## config.mk

```make
export PLATFORM = sky130hd
export DESIGN_NAME = logisim_top_level_shell
export DESIGN_NICKNAME = d
export VERILOG_FILES = /design/src/rtl/baby_pkg.sv /design/src/rtl/baby_alu.sv /design/src/rtl/logisim_top_level_shell.sv
export SDC_FILE = /design/constraint.sdc
export NUM_CORES = 1
export LEC_CHECK = 0
export BUFFER_PORTS_ARGS = -buffer_cell sky130_fd_sc_hd__buf_2
export CAP_MARGIN = 0
export CORE_ASPECT_RATIO = 0.8
export CORE_MARGIN = 4
export CORE_UTILIZATION = 58
export DETAILED_ROUTE_END_ITERATION = 7
export GPL_TIMING_DRIVEN = 1
export PLACE_DENSITY = 0.9
export SKIP_LAST_GASP = 1
export SYNTH_ARGS = -nofsm -noshare
export SYNTH_HDL_FRONTEND = slang
export SYNTH_SLANG_ARGS = --single-unit
```

## constraint.sdc

```tcl
create_clock -name fpgaGlobalClock -period 3.5 [get_ports fpgaGlobalClock]
set_input_delay 0.7 -clock fpgaGlobalClock [delete_from_list [all_inputs] [get_ports fpgaGlobalClock]]
set_output_delay 0.7 -clock fpgaGlobalClock [all_outputs]
set_load 0.005 [all_outputs]
```

## src/rtl/baby_pkg.sv

```systemverilog
// Shared constants and types for the Manchester Baby (SSEM) core.
package baby_pkg;
    localparam int WORD_W = 32;
    localparam int ADDR_W = 5;

    localparam logic [2:0] OP_JMP  = 3'b000;
    localparam logic [2:0] OP_JRP  = 3'b001;
    localparam logic [2:0] OP_LDN  = 3'b010;
    localparam logic [2:0] OP_STO  = 3'b011;
    localparam logic [2:0] OP_SUB  = 3'b100;
    localparam logic [2:0] OP_SUB2 = 3'b101;
    localparam logic [2:0] OP_CMP  = 3'b110;
    localparam logic [2:0] OP_STP  = 3'b111;

    typedef enum logic [1:0] {INC, FETCH, EXEC, HALT} state_e;
endpackage

```

## src/rtl/baby_alu.sv

```systemverilog
// Combinational execute unit: next accumulator, next control instruction, CMP skip.
module baby_alu
    import baby_pkg::*;
(
    input  logic [2:0]        op_i,
    input  logic [WORD_W-1:0] a_i,
    input  logic [WORD_W-1:0] s_i,
    input  logic [WORD_W-1:0] ci_i,
    output logic [WORD_W-1:0] next_a_o,
    output logic [WORD_W-1:0] next_ci_o,
    output logic              skip_o
);
    always_comb begin
        next_a_o  = a_i;
        next_ci_o = ci_i;
        skip_o    = 1'b0;
        case (op_i)
            OP_JMP:          next_ci_o = s_i;
            OP_JRP:          next_ci_o = ci_i + s_i;
            OP_LDN:          next_a_o  = '0 - s_i;
            OP_SUB, OP_SUB2: next_a_o  = a_i - s_i;
            OP_CMP:          skip_o    = a_i[WORD_W-1];
            default: ;
        endcase
    end
endmodule

```

## src/rtl/logisim_top_level_shell.sv

```systemverilog
// SSEM core: A/CI/PI registers, INC/FETCH/EXEC sequencer and per-bit store port fan-out.
module logisim_top_level_shell
    import baby_pkg::*;
(
    input  logic fpgaGlobalClock,
    input  logic reset_i_0,
    input  logic ram_data_i_0,  ram_data_i_1,  ram_data_i_2,  ram_data_i_3,
                 ram_data_i_4,  ram_data_i_5,  ram_data_i_6,  ram_data_i_7,
                 ram_data_i_8,  ram_data_i_9,  ram_data_i_10, ram_data_i_11,
                 ram_data_i_12, ram_data_i_13, ram_data_i_14, ram_data_i_15,
                 ram_data_i_16, ram_data_i_17, ram_data_i_18, ram_data_i_19,
                 ram_data_i_20, ram_data_i_21, ram_data_i_22, ram_data_i_23,
                 ram_data_i_24, ram_data_i_25, ram_data_i_26, ram_data_i_27,
                 ram_data_i_28, ram_data_i_29, ram_data_i_30, ram_data_i_31,
    output logic ram_data_o_0,  ram_data_o_1,  ram_data_o_2,  ram_data_o_3,
                 ram_data_o_4,  ram_data_o_5,  ram_data_o_6,  ram_data_o_7,
                 ram_data_o_8,  ram_data_o_9,  ram_data_o_10, ram_data_o_11,
                 ram_data_o_12, ram_data_o_13, ram_data_o_14, ram_data_o_15,
                 ram_data_o_16, ram_data_o_17, ram_data_o_18, ram_data_o_19,
                 ram_data_o_20, ram_data_o_21, ram_data_o_22, ram_data_o_23,
                 ram_data_o_24, ram_data_o_25, ram_data_o_26, ram_data_o_27,
                 ram_data_o_28, ram_data_o_29, ram_data_o_30, ram_data_o_31,
    output logic ram_addr_o_0, ram_addr_o_1, ram_addr_o_2, ram_addr_o_3, ram_addr_o_4,
    output logic ram_rw_en_o_0,
    output logic stop_lamp_o_0,
    output logic logisim_clock_tree_0_out
);
    logic [WORD_W-1:0] rd_data;
    logic [ADDR_W-1:0] addr;
    logic              rw_en;

    state_e            state_q, state_d;
    logic [WORD_W-1:0] a_q, a_d, ci_q, ci_d;
    // Only the function and line fields of PI are ever used, so only those are held.
    logic [2:0]        op_q, op_d;
    logic [ADDR_W-1:0] pln_q, pln_d;
    logic              lamp_q, lamp_d;

    logic [WORD_W-1:0] alu_a, alu_ci;
    logic              alu_skip;

    assign rd_data = {ram_data_i_31, ram_data_i_30, ram_data_i_29, ram_data_i_28,
                      ram_data_i_27, ram_data_i_26, ram_data_i_25, ram_data_i_24,
                      ram_data_i_23, ram_data_i_22, ram_data_i_21, ram_data_i_20,
                      ram_data_i_19, ram_data_i_18, ram_data_i_17, ram_data_i_16,
                      ram_data_i_15, ram_data_i_14, ram_data_i_13, ram_data_i_12,
                      ram_data_i_11, ram_data_i_10, ram_data_i_9,  ram_data_i_8,
                      ram_data_i_7,  ram_data_i_6,  ram_data_i_5,  ram_data_i_4,
                      ram_data_i_3,  ram_data_i_2,  ram_data_i_1,  ram_data_i_0};

    assign {ram_data_o_31, ram_data_o_30, ram_data_o_29, ram_data_o_28,
            ram_data_o_27, ram_data_o_26, ram_data_o_25, ram_data_o_24,
            ram_data_o_23, ram_data_o_22, ram_data_o_21, ram_data_o_20,
            ram_data_o_19, ram_data_o_18, ram_data_o_17, ram_data_o_16,
            ram_data_o_15, ram_data_o_14, ram_data_o_13, ram_data_o_12,
            ram_data_o_11, ram_data_o_10, ram_data_o_9,  ram_data_o_8,
            ram_data_o_7,  ram_data_o_6,  ram_data_o_5,  ram_data_o_4,
            ram_data_o_3,  ram_data_o_2,  ram_data_o_1,  ram_data_o_0} = a_q;

    assign {ram_addr_o_4, ram_addr_o_3, ram_addr_o_2, ram_addr_o_1, ram_addr_o_0} = addr;
    assign ram_rw_en_o_0            = rw_en;
    assign stop_lamp_o_0            = lamp_q;
    assign logisim_clock_tree_0_out = fpgaGlobalClock;

    baby_alu u_alu (
        .op_i      (op_q),
        .a_i       (a_q),
        .s_i       (rd_data),
        .ci_i      (ci_q),
        .next_a_o  (alu_a),
        .next_ci_o (alu_ci),
        .skip_o    (alu_skip)
    );

    always_ff @(posedge fpgaGlobalClock or negedge reset_i_0) begin
        if (!reset_i_0) begin
            state_q <= INC;
            a_q     <= '0;
            ci_q    <= '0;
            op_q    <= '0;
            pln_q   <= '0;
            lamp_q  <= 1'b0;
        end else begin
            state_q <= state_d;
            a_q     <= a_d;
            ci_q    <= ci_d;
            op_q    <= op_d;
            pln_q   <= pln_d;
            lamp_q  <= lamp_d;
        end
    end

    always_comb begin
        state_d = state_q;
        a_d     = a_q;
        ci_d    = ci_q;
        op_d    = op_q;
        pln_d   = pln_q;
        lamp_d  = lamp_q;
        addr    = ci_q[ADDR_W-1:0];
        rw_en   = 1'b0;
        case (state_q)
            INC: begin
                ci_d    = ci_q + 1'b1;
                state_d = FETCH;
            end
            FETCH: begin
                op_d    = rd_data[15:13];
                pln_d   = rd_data[ADDR_W-1:0];
                state_d = EXEC;
            end
            EXEC: begin
                addr    = pln_q;
                a_d     = alu_a;
                ci_d    = alu_skip ? ci_q + 1'b1 : alu_ci;
                rw_en   = (op_q == OP_STO);
                state_d = INC;
                if (op_q == OP_STP) begin
                    state_d = HALT;
                    lamp_d  = 1'b1;
                end
            end
            HALT: addr = pln_q;
            default: ;
        endcase
    end
endmodule

```

==> results_dict.tcl <==
set metrics [dict create \
    status "complete, no violations" \
    antenna_found_initial 0 \
    placed_cells 724 \
    drc 0 \
    drtPass1Iterations 5 \
    rsz0062_at_grt "false" \
    syn_nets 651 \
    p_clk_frac 0.126 \
    fin_hold_ws_ns 0.476 \
    floorplan.initialDensity 0.608 \
    diodes 0 \
    io_pins 74 \
    ys_async_sr_fraction 1.00 \
    viasPerCell 6.19 \
    r2r_start "op_q[2]$_DFFE_PN0P_" \
    finalClockSkew_ns 0.00537 \
    antenna_left 0 \
    seq_area_um2 1200 \
    ff2ff_path_depth 11 \
    synth_area_leaders "dfrtp_1 26%, ha_1 12%, a21oi_1 5.1%, nand2_1 4.8%, and2_1 4.2%" \
    reg2reg_to "a_q[26]$_DFFE_PN0P_" \
    hold_path_depth 1 \
    hold_start "stop_lamp_o_0$_DFFE_PN0P_" \
    fp-row-count 28 \
    numPortBuffers 73 \
    cts.clk_slew.worst_paths_ns 0.10 \
    p_leak_nw 2.58 \
    vdd_drop_max_uv 530 \
    ys_types 65 \
    design.die.area_um2 9440 \
    die_h_um 87.7 \
    grt_usage 0.272 \
    slew_headroom 0.263 \
    p_sw_mw 1.98 \
    syn_avg_cell_area_um2 8.05 \
    grt_pass1_vias 4273 \
    cts_hold_buf 0 \
    p_seq_frac 0.255 \
    via_count 4547 \
    worst_slew_pin_slew_ns 1.11 \
    grt_max_degree 49 \
    worst-endpoint-arrival_ns 3.62 \
    avgRoutedWirePerCell_um 17.0 \
    syn_to_final_growth_pct 12.4 \
    num-fill-cells 616 \
    synth_top_area_cell "dfrtp_1" \
    required_ns 3.81 \
    final_util 0.684 \
    setup_violations 0 \
    post-route-period-util 0.947 \
    die_w_um 108 \
    drv_cap 0 \
    clk_latency_ns 0.42 \
    cts_tree "yes" \
    cts_setup_buffers 0 \
    gp_congestion 0.959 \
    yosys_register_bits 48 \
    grt_pass1_wl_um 20600 \
    setup_tns_ns 0 \
    overflow 0 \
    yosys_warnings 0 \
    drive_above_1_share 0.176 \
    multi_input_area_um2 3130 \
    cp-start-kind "flop" \
    hp-class "reg2reg" \
    synth_edf_count 0 \
    yosysSeqAreaShare 0.261 \
    drt-total-wl_um 12500 \
    design.core.area_um2 7570 \
    post_cts_resized 0 \
    fin_cells 735 \
    r2r_slack_ns 0.19 \
    hold_violations 0 \
    finalCriticalPeriod_ns 3.31 \
    comb_power_share 0.619 \
    hpwl_um 9300 \
    p_total_mw 4.23 \
    synth_top_area_share 0.261 \
    drt_iter0_drc 436 \
    path_max_fanout 33 \
    drv_slew 0 \
    powerDensity_nw_per_um2 817 \
    synth_cells 572 \
    intPower_mw 2.25 \
    synthFlopType "dfrtp_1" \
    p_sw_frac 0.467 \
    crit_path_end_kind "flop" \
    netlist_area_um2 4600 \
    crit_type "reg2reg" \
    nNetsFinal 708 \
    hold_end "stop_lamp_o_0$_DFFE_PN0P_" \
    timing.fmax_mhz 302 \
]
[state kept, by name, indices dropped and copies added, names as in the netlist]
name / count
pln_q: 5
stop_lamp_o_0: 1
op_q: 3
a_q: 32
ci_q: 5
state_q: 2
[cells in the final DEF, fill, tap and decap left out, drive strengths merged, types with 2 or more instances in the layout]
master   Yosys  layout
o2111a       2       2
o31a         2       2
nor3        10      10
a21o        18      18
mux2        14      14
nor2        30      30
o31ai        5       5
xnor2       10      10
mux2i        2       2
and2        31      31
a21oi       47      47
a21boi       4       4
or3          3       3
nand3b       4       4
inv         44      45
nand2       59      59
a211oi       7       7
or4          5       5
fa           2       2
a211o        3       3
dfrtp       48      48
and3         7       7
o211ai       8       8
nand3       16      16
clkbuf      20       8
o21bai       6       6
o22ai        2       2
o2111ai      5       5
xor2         8       8
nand4       14      14
nand2b       6       6
o21ai       38      38
ha          43      43
o22a         3       3
buf         10      77
o21a         9       9
nor2b        5       5
a31oi        3       3
[power by group through the flow]
stage | Combinational [mW] | Clock [mW] | Sequential [mW]
floorplan | 1.84 | 0.0185 | 1.04
global placement | 2.47 | 0.0124 | 1.06
detailed placement | 2.56 | 0.0124 | 1.08
CTS | 2.59 | 0.544 | 1.07
global route | 2.91 | 0.571 | 1.12
finish | 2.62 | 0.533 | 1.08
[Yosys cell counts (all sizes together) (4+ instances only)]
| cell | count |
|---|---|
| mux2 | 14 |
| o211ai | 8 |
| buf | 10 |
| o2111ai | 5 |
| and2 | 31 |
| xnor2 | 10 |
| and3 | 7 |
| nor2b | 5 |
| a21boi | 4 |
| a21oi | 47 |
| o21bai | 6 |
| inv | 44 |
| a21o | 18 |
| nor2 | 30 |
| xor2 | 8 |
| ha | 43 |
| or4 | 5 |
| nand4 | 14 |
| a211oi | 7 |
| nor3 | 10 |
| clkbuf | 20 |
| dfrtp | 48 |
| nand2 | 59 |
| o21ai | 38 |
| nand3b | 4 |
| nand2b | 6 |
| o31ai | 5 |
| o21a | 9 |
| nand3 | 16 |
[metal layers]
layer / vias to the layer above / part of all wire / global-route usage
li1: 2174 / - / -
met1: 2103 / 0.45 / 0.379
met2: 233 / 0.45 / 0.436
met3: 37 / 0.083 / 0.0457
met4: 0 / 0.018 / 0.0883
met5: - / 0 / 0
[how the worst max path moves through the flow]
stage,slack [ns],endpoint,from
3_3_place_gp,0.33,a_q[27]$_DFFE_PN0P_,op_q[2]$_DFFE_PN0P_
6_report,0.19,a_q[26]$_DFFE_PN0P_,op_q[2]$_DFFE_PN0P_
5_1_grt,0.02,a_q[26]$_DFFE_PN0P_,op_q[2]$_DFFE_PN0P_
4_1_cts,0.27,a_q[27]$_DFFE_PN0P_,op_q[2]$_DFFE_PN0P_
3_5_place_dp,0.31,a_q[29]$_DFFE_PN0P_,op_q[2]$_DFFE_PN0P_
2_1_floorplan,0.57,a_q[26]$_DFFE_PN0P_,op_q[1]$_DFFE_PN0P_
[stage by stage]
step                setup WS, ns  area (um^2)
CTS                        0.270         5170
floorplan                  0.568         4600
global route              0.0204         5170
detailed placement         0.315         5020
finish                     0.186         5170
global placement           0.334         5020
[logic make-up (layout without fill, tap and decap cells)]
family                     count (synthesis)  after routing  share of synthesized area
and+or+nand+nor                          195            195                      0.215
muxes                                     16             16                     0.0386
buffers and inverters                     74            132                     0.0633
adders and majority gates                 45             45                      0.126
DFF                                       48             48                      0.261
xor gates and xnor gates                  18             18                     0.0342
AOI/OAI and AO/OA                        176            176                      0.262
[critical path, cell delays in order, from the launching register on]
cell and delay, ns:
dfrtp_1 0.45, nor2b_2 0.18, buf_4 0.24, and2_1 0.20, ha_1 0.41, a21oi_1 0.28, o21ai_0 0.19, a21oi_1 0.34
nor2_1 0.10, a211oi_1 0.51, a2111o_1 0.23, nand3_1 0.07
[final cells by class]
class | instances | area share
Clock inverter | 3 | 0.00895
Tap cell | 105 | 0.0254
Timing Repair Buffer | 76 | 0.0754
Inverter | 44 | 0.0319
Sequential cell | 48 | 0.232
Clock buffer | 9 | 0.0222
Multi-Input combinational cell | 450 | 0.604
Note: power is estimated with default switching activity, not from simulation.
